===== config.mk =====
export PLATFORM = sky130hd
export DESIGN_NAME = fb_scheduler
export DESIGN_NICKNAME = d
export VERILOG_FILES = /design/src/rtl/fb_scheduler.sv
export SDC_FILE = /design/constraint.sdc
export NUM_CORES = 1
export LEC_CHECK = 0
export ABC_AREA = 1
export CORE_AREA = 2 2 196 198
export CTS_BUF_LIST = sky130_fd_sc_hd__clkbuf_2
export DETAILED_ROUTE_END_ITERATION = 16
export DIE_AREA = 0 0 198 200
export PLACE_DENSITY = 0.56
export SYNTH_ARGS = -nofsm -noshare
export SYNTH_HDL_FRONTEND = slang
export SYNTH_SLANG_ARGS = --single-unit

===== constraint.sdc =====
create_clock -name sys_clk -period 1.9 [get_ports sys_clk]
set_input_delay 0.285 -clock sys_clk [delete_from_list [all_inputs] [get_ports sys_clk]]
set_output_delay 0.285 -clock sys_clk [all_outputs]
set_load 0.01 [all_outputs]

===== src/rtl/fb_scheduler.sv =====
// fb_scheduler: shares one single-port framebuffer RAM between display
// fetches for the blitter (always first) and host pixel writes into the
// back buffer, and flips front/back buffers on blitter vsync.
module fb_scheduler #(
  parameter int C_LED_CHAINS       = 4,
  parameter int C_LED_CHAIN_LENGTH = 4,
  parameter int C_LED_NBANKS       = 16,
  parameter int C_LED_WIDTH        = 32,
  parameter int C_BPC              = 12,
  localparam int XW = $clog2(C_LED_WIDTH * C_LED_CHAIN_LENGTH),
  localparam int YW = $clog2(C_LED_NBANKS),
  localparam int BW = $clog2(C_BPC),
  localparam int AW = 1 + YW + XW,
  localparam int DW = C_LED_CHAINS * 3 * C_BPC
) (
  input  logic                      sys_clk,
  input  logic                      sys_rst,
  input  logic [XW-1:0]             ctl_cur_x,
  input  logic [YW-1:0]             ctl_cur_y,
  input  logic [BW-1:0]             ctl_cur_bit,
  input  logic                      ctl_vsync,
  output logic [3*C_LED_CHAINS-1:0] led_data,
  output logic                      ram_en,
  output logic                      ram_we,
  output logic [AW-1:0]             ram_addr,
  output logic [DW-1:0]             ram_wdata,
  output logic [C_LED_CHAINS-1:0]   ram_wmask,
  input  logic [DW-1:0]             ram_rdata,
  input  logic                      wr_valid,
  output logic                      wr_ready,
  input  logic [XW-1:0]             wr_x,
  input  logic [YW-1:0]             wr_y,
  input  logic [DW-1:0]             wr_data,
  input  logic [C_LED_CHAINS-1:0]   wr_mask,
  input  logic                      swap_req,
  output logic                      swap_done,
  output logic                      display_buf
);

  localparam int NL = 3 * C_LED_CHAINS;
  localparam int TW = XW + YW + BW;

  typedef enum logic [1:0] {
    S_IDLE       = 2'd0,
    S_RD_ISSUE   = 2'd1,
    S_RD_CAPTURE = 2'd2
  } state_t;

  state_t            state_q, state_d;
  logic [TW-1:0]     tag_q, tag_d;
  logic              tag_valid_q, tag_valid_d;
  logic [TW-1:0]     pend_q, pend_d;
  logic              pend_buf_q, pend_buf_d;
  logic              swap_pend_q, swap_pend_d;
  logic              vsync_dly_q, vsync_dly_d;
  logic              display_buf_q, display_buf_d;
  logic              swap_done_q, swap_done_d;
  logic [NL-1:0]     led_data_q, led_data_d;
  logic              ram_en_q, ram_en_d;
  logic              ram_we_q, ram_we_d;
  logic [AW-1:0]     ram_addr_q, ram_addr_d;
  logic [DW-1:0]     ram_wdata_q, ram_wdata_d;
  logic [C_LED_CHAINS-1:0] ram_wmask_q, ram_wmask_d;

  logic [TW-1:0]     cur_tag;
  logic              fetch_needed;
  logic              vsync_rise;
  logic              swap_fire;
  logic [BW-1:0]     pend_bit;
  logic [C_BPC-1:0]  rd_comp [NL];
  logic [NL-1:0]     rd_bits;

  assign cur_tag      = {ctl_cur_x, ctl_cur_y, ctl_cur_bit};
  assign fetch_needed = !tag_valid_q || (cur_tag != tag_q);
  // Host writes only get the RAM when the display has nothing to fetch.
  assign wr_ready     = (state_q == S_IDLE) && !fetch_needed;
  assign vsync_rise   = ctl_vsync && !vsync_dly_q;
  // A request arriving on the edge itself counts as pending.
  assign swap_fire    = vsync_rise && (swap_pend_q || swap_req);
  assign pend_bit     = pend_q[BW-1:0];

  // Pick the current subframe bit out of every colour component of the word.
  for (genvar gi = 0; gi < NL; gi++) begin : g_comp
    assign rd_comp[gi] = ram_rdata[gi*C_BPC +: C_BPC];
    assign rd_bits[gi] = rd_comp[gi][pend_bit];
  end

  // Next-state logic: fetch/write arbitration and buffer swap.
  always_comb begin
    state_d       = state_q;
    tag_d         = tag_q;
    tag_valid_d   = tag_valid_q;
    pend_d        = pend_q;
    pend_buf_d    = pend_buf_q;
    led_data_d    = led_data_q;
    ram_en_d      = 1'b0;
    ram_we_d      = 1'b0;
    ram_addr_d    = ram_addr_q;
    ram_wdata_d   = ram_wdata_q;
    ram_wmask_d   = ram_wmask_q;
    swap_pend_d   = swap_pend_q | swap_req;
    swap_done_d   = 1'b0;
    display_buf_d = display_buf_q;
    vsync_dly_d   = ctl_vsync;

    case (state_q)
      S_IDLE: begin
        if (fetch_needed) begin
          ram_en_d   = 1'b1;
          ram_addr_d = {display_buf_q, ctl_cur_y, ctl_cur_x};
          pend_d     = cur_tag;
          pend_buf_d = display_buf_q;
          state_d    = S_RD_ISSUE;
        end else if (wr_valid) begin
          ram_en_d    = 1'b1;
          ram_we_d    = 1'b1;
          ram_addr_d  = {~display_buf_q, wr_y, wr_x};
          ram_wdata_d = wr_data;
          ram_wmask_d = wr_mask;
        end
      end
      S_RD_ISSUE: begin
        state_d = S_RD_CAPTURE;
      end
      S_RD_CAPTURE: begin
        led_data_d = rd_bits;
        tag_d      = pend_q;
        // Data read from the buffer that was just swapped away is stale.
        tag_valid_d = (pend_buf_q == display_buf_q);
        state_d    = S_IDLE;
      end
      default: begin
        state_d = S_IDLE;
      end
    endcase

    if (swap_fire) begin
      display_buf_d = ~display_buf_q;
      swap_pend_d   = 1'b0;
      swap_done_d   = 1'b1;
      tag_valid_d   = 1'b0;
    end
  end

  // State and registered outputs; async active-low reset.
  always_ff @(posedge sys_clk or negedge sys_rst) begin
    if (!sys_rst) begin
      state_q       <= S_IDLE;
      tag_q         <= '0;
      tag_valid_q   <= 1'b0;
      pend_q        <= '0;
      pend_buf_q    <= 1'b0;
      swap_pend_q   <= 1'b0;
      vsync_dly_q   <= 1'b0;
      display_buf_q <= 1'b0;
      swap_done_q   <= 1'b0;
      led_data_q    <= '0;
      ram_en_q      <= 1'b0;
      ram_we_q      <= 1'b0;
      ram_addr_q    <= '0;
      ram_wdata_q   <= '0;
      ram_wmask_q   <= '0;
    end else begin
      state_q       <= state_d;
      tag_q         <= tag_d;
      tag_valid_q   <= tag_valid_d;
      pend_q        <= pend_d;
      pend_buf_q    <= pend_buf_d;
      swap_pend_q   <= swap_pend_d;
      vsync_dly_q   <= vsync_dly_d;
      display_buf_q <= display_buf_d;
      swap_done_q   <= swap_done_d;
      led_data_q    <= led_data_d;
      ram_en_q      <= ram_en_d;
      ram_we_q      <= ram_we_d;
      ram_addr_q    <= ram_addr_d;
      ram_wdata_q   <= ram_wdata_d;
      ram_wmask_q   <= ram_wmask_d;
    end
  end

  assign led_data    = led_data_q;
  assign ram_en      = ram_en_q;
  assign ram_we      = ram_we_q;
  assign ram_addr    = ram_addr_q;
  assign ram_wdata   = ram_wdata_q;
  assign ram_wmask   = ram_wmask_q;
  assign swap_done   = swap_done_q;
  assign display_buf = display_buf_q;

endmodule

==> results_dict.tcl <==
set metrics [dict create \
    finalHoldViolCount 0 \
    setup_slack_ps -562.7 \
    dr.pass1.iters 5 \
    netlist_instances 1399 \
    timing.critical_path.fanout_max 2 \
    dpl.hpwl_mm 30.71 \
    post-layout-total-power_mw 15.98 \
    rsz0062_at_grt "yes" \
    synth_compound_gate_area_share_pct 15.14 \
    clockRootBuffer "clkbuf_2" \
    static_power_due_to_leakage_nw 10.03 \
    floorplan.die.width_um 198 \
    synth_top_family_by_area "simple AND/OR/NAND/NOR gates" \
    failed_checks "negative setup slack" \
    synthesis.nets 1722 \
    place_congestion 0.8944 \
    die_area_um2 39600 \
    cts.reportedPaths.clkPinSlew_ps 110 \
    critPathBufInv 2 \
    max_freq_ghz 0.4061 \
    period_share_pct 129.6 \
    worstSetupEndpoint "wr_ready" \
    maximum_buffer_depth_of_the_clock_tree 3 \
    timing.rr.start "tag_q[9]" \
    final_cells 2832 \
    avgSynthCellArea_um2 7.453 \
    num-nets-final 2604 \
    cts_inserted_buffers 61 \
    h-tree-depth 2 \
    cp.depth 9 \
    drc_errors 0 \
    global_router_s_overall_resource_usage_pct 20.80 \
    num-fill-cells 3308 \
    power.density_nw_per_um2 755.8 \
    period_needed_ps 2463 \
    finalWirelength_mm 49.38 \
    clk-insertion-delay-late_ps 1030 \
    worst-endpoint-required_ps 1620 \
    synth_seq_cells 212 \
    detail_route.iter0.violations 529 \
    yosys_warnings 0 \
    numClockSinks 212 \
    yosysSeqAreaShare_pct 50.88 \
    grt_antenna_before_repair 2 \
    avgViaCountPerCell 4.473 \
    synth_simple_gate_area_share_pct 17.86 \
    critPathTopFamily "simple AND/OR/NAND/NOR gates" \
    flow.area_growth_from_synthesis_pct 102.8 \
    timing.max_cap.violations 0 \
    most_frequent_cell_on_the_critical_path "nand2_1" \
    fp.dieH_um 200 \
    path_class "reg -> out" \
    synth_xor_area_share_pct 0.1680 \
    fin_skew_ps 96.18 \
    rr_endpoint "ram_wdata[65]" \
    placeableCoreArea_um2 37400 \
    drt.antenna.violating_nets 0 \
    reg2reg_depth 12 \
    layout-drive-gt1-share_pct 27.81 \
    cts_tree "yes" \
    r2r_setup_slack_ps -190 \
    core_utilization_of_the_finished_layout_pct 56.53 \
    critPathLaunch "tag_q[9]" \
    worstSetupStartpointType "flip-flop" \
    timing_max_transition_violations_final 0 \
    cp_cell_sequence "inv_2, nand2_2, nand2_1, nor2_1, nand2_1, nor2_2, nand2_1, nor2_2, buf_2" \
    setup-violations-final 142 \
    critical_path.slowest_cell "dfrtp_1" \
    dp_cells 2423 \
    cpPeakStageDelay_ps 410 \
    grt_max_degree 74 \
    worstPathArrival_ps 2180 \
    worst-slew-pin-transition_ps 889.3 \
    port-buffer-count 499 \
    outcome "complete, but fails checks" \
    synth.top_cell.area_share_pct 50.88 \
    synth.area.top_cells "dfrtp_1, inv_1, nand2_1, o21ai_1, o21ai_0" \
    netlist-cell-type-count 23 \
    mappedNetlistArea_um2 10430 \
    hold_class "in -> reg" \
    first_pass_grt_wire_length_mm 63.49 \
    synth_fa_ha_area_share_pct 0 \
    first_global_vias 11790 \
    cp-end-kind "primary output" \
    row_count 71 \
    wire_per_inst_um 17.44 \
    start_util_pct 27.88 \
    setup_total_negative_slack_ps -11350 \
    synth_top_cell_by_area "dfrtp_1" \
    synth_mux_area_share_pct 0 \
    grt.overflow.total 0 \
    vdd_drop_max_mv 0.6174 \
    slew_headroom_pct 40.26 \
    via_count_of_the_routed_design 12670 \
    io_pins 500 \
]
synthesized netlist by cell type, drive strengths merged:
| cell | n |
|---|---|
| nor2 | 107 |
| o221ai | 14 |
| o211ai | 10 |
| dfrtp | 212 |
| nand2 | 321 |
| o22ai | 12 |
| o21ai | 252 |
| inv | 341 |
| a21oi | 9 |
| buf | 36 |
| nand3 | 44 |
| clkbuf | 37 |
| nor3 | 2 |
| xor2 | 2 |
cell usage in the layout (no fill, tap or decap), types with 5 or more instances in the layout:
master and instances:
o21ai_0 103, buf_12 16, nor2_2 8, nand3_1 43, buf_8 15, clkbuf_16 29
o22ai_1 12, buf_2 72, inv_1 327, nand2_1 290, buf_16 6, nand2_2 24
nor2_1 97, o21ai_1 18, nand2_4 5, o221ai_1 14, inv_2 12, clkbuf_2 77
clkdlybuf4s50_1 321, clkinv_2 7, a21oi_1 9, o211ai_1 10, o21ai_2 127, clkinv_1 14
buf_4 105, buf_6 125, dlygate4sd3_1 202, dfrtp_1 210
how the worst min path moves through the flow:
stage                        start       endpoint  slack, ps  cells past startpoint
CTS                 ram_rdata[103]    led_data[8]          1                      5
floorplan                  sys_rst    display_buf        -10                      0
global route         ram_rdata[93]    led_data[7]         80                      5
global placement           sys_rst  ram_wdata[19]        290                      1
detailed placement         sys_rst  ram_wdata[19]        290                      1
finish              ram_rdata[117]    led_data[9]        140                      5
state kept, by name, summed over array words and instances (netlist names):
| signal | cells |
|---|---|
| tag_valid_q | 1 |
| swap_done | 1 |
| led_data | 12 |
| state_q | 2 |
| ram_wdata | 144 |
| ram_addr | 12 |
| ram_wmask | 4 |
| tag_q | 15 |
| display_buf | 1 |
| pend_buf_q | 1 |
| swap_pend_q | 1 |
| ram_en | 1 |
| pend_q | 15 |
| vsync_dly_q | 1 |
| ram_we | 1 |
metal layers:
metal / global-route usage, % / vias to the layer above / wire (µm)
li1: - / 6043 / -
met1: 24.97 / 6021 / 19890
met2: 35.80 / 472 / 24370
met3: 5.024 / 132 / 3169
met4: 8.716 / 0 / 1946
met5: 0 / - / 0
power breakdown:
part / internal [mW] / leakage [nW] / switching [mW]
Sequential: 5.16 / 2.08 / 0.489
Combinational: 3.26 / 7.56 / 3.69
Clock: 1.28 / 0.393 / 2.10
cell families (layout without fill, tap and decap cells):
family	Yosys count	in the layout
AOI/OAI and AO/OA	297	297
xor gates and xnor gates	2	2
buffers and inverters	414	1333
DFF	212	212
other	0	2
and+or+nand+nor	474	475
cell type report:
| type | instances | area [µm²] | share of cell area, % |
|---|---|---|---|
| multi-input cells | 774 | 4150 | 19.63 |
| clock inverters | 24 | 137.6 | 0.6510 |
| well taps | 511 | 639.4 | 3.024 |
| clock buffers | 77 | 385.4 | 1.823 |
| diodes | 2 | 5.005 | 0.02367 |
| flip-flops and latches | 212 | 5308 | 25.11 |
| inverters | 341 | 1289 | 6.096 |
| repair buffers | 891 | 9228 | 43.65 |
through the flow:
| step | worst slack [ps] | area [µm²] | hold WS [ps] |
|---|---|---|---|
| 6_report | -562.7 | 21140 | 140.4 |
| 5_1_grt | -786.0 | 21140 | 76.22 |
| 4_1_cts | -736.2 | 18960 | 1.463 |
| 3_5_place_dp | -471.3 | 16530 | 286.1 |
| 3_3_place_gp | -480.1 | 16530 | 288.2 |
| 2_1_floorplan | 372.2 | 10430 | -10.59 |
worst reg2reg max path: stages, from the launching register on:
cell and delay, ps:
dfrtp_1 430, nand2_1 100, buf_4 100, nand2_1 50, nor2_1 90, nand2_1 100, nor2_4 230, buf_12 140
nand3_4 140, buf_12 210, clkbuf_16 180, o21ai_2 120, inv_1 60
timing repair:
item / in CTS / in global routing
gates cloned: 0 / 49
pin swaps: 5 / 18
hold buffers: 203 / 0
resized for setup: 845 / 257
setup endpoints to repair: 177 / 266
hold endpoints to repair: 400 / 0
setup buffers: 24 / 31
No activity file was read; power rests on OpenSTA's default activity.
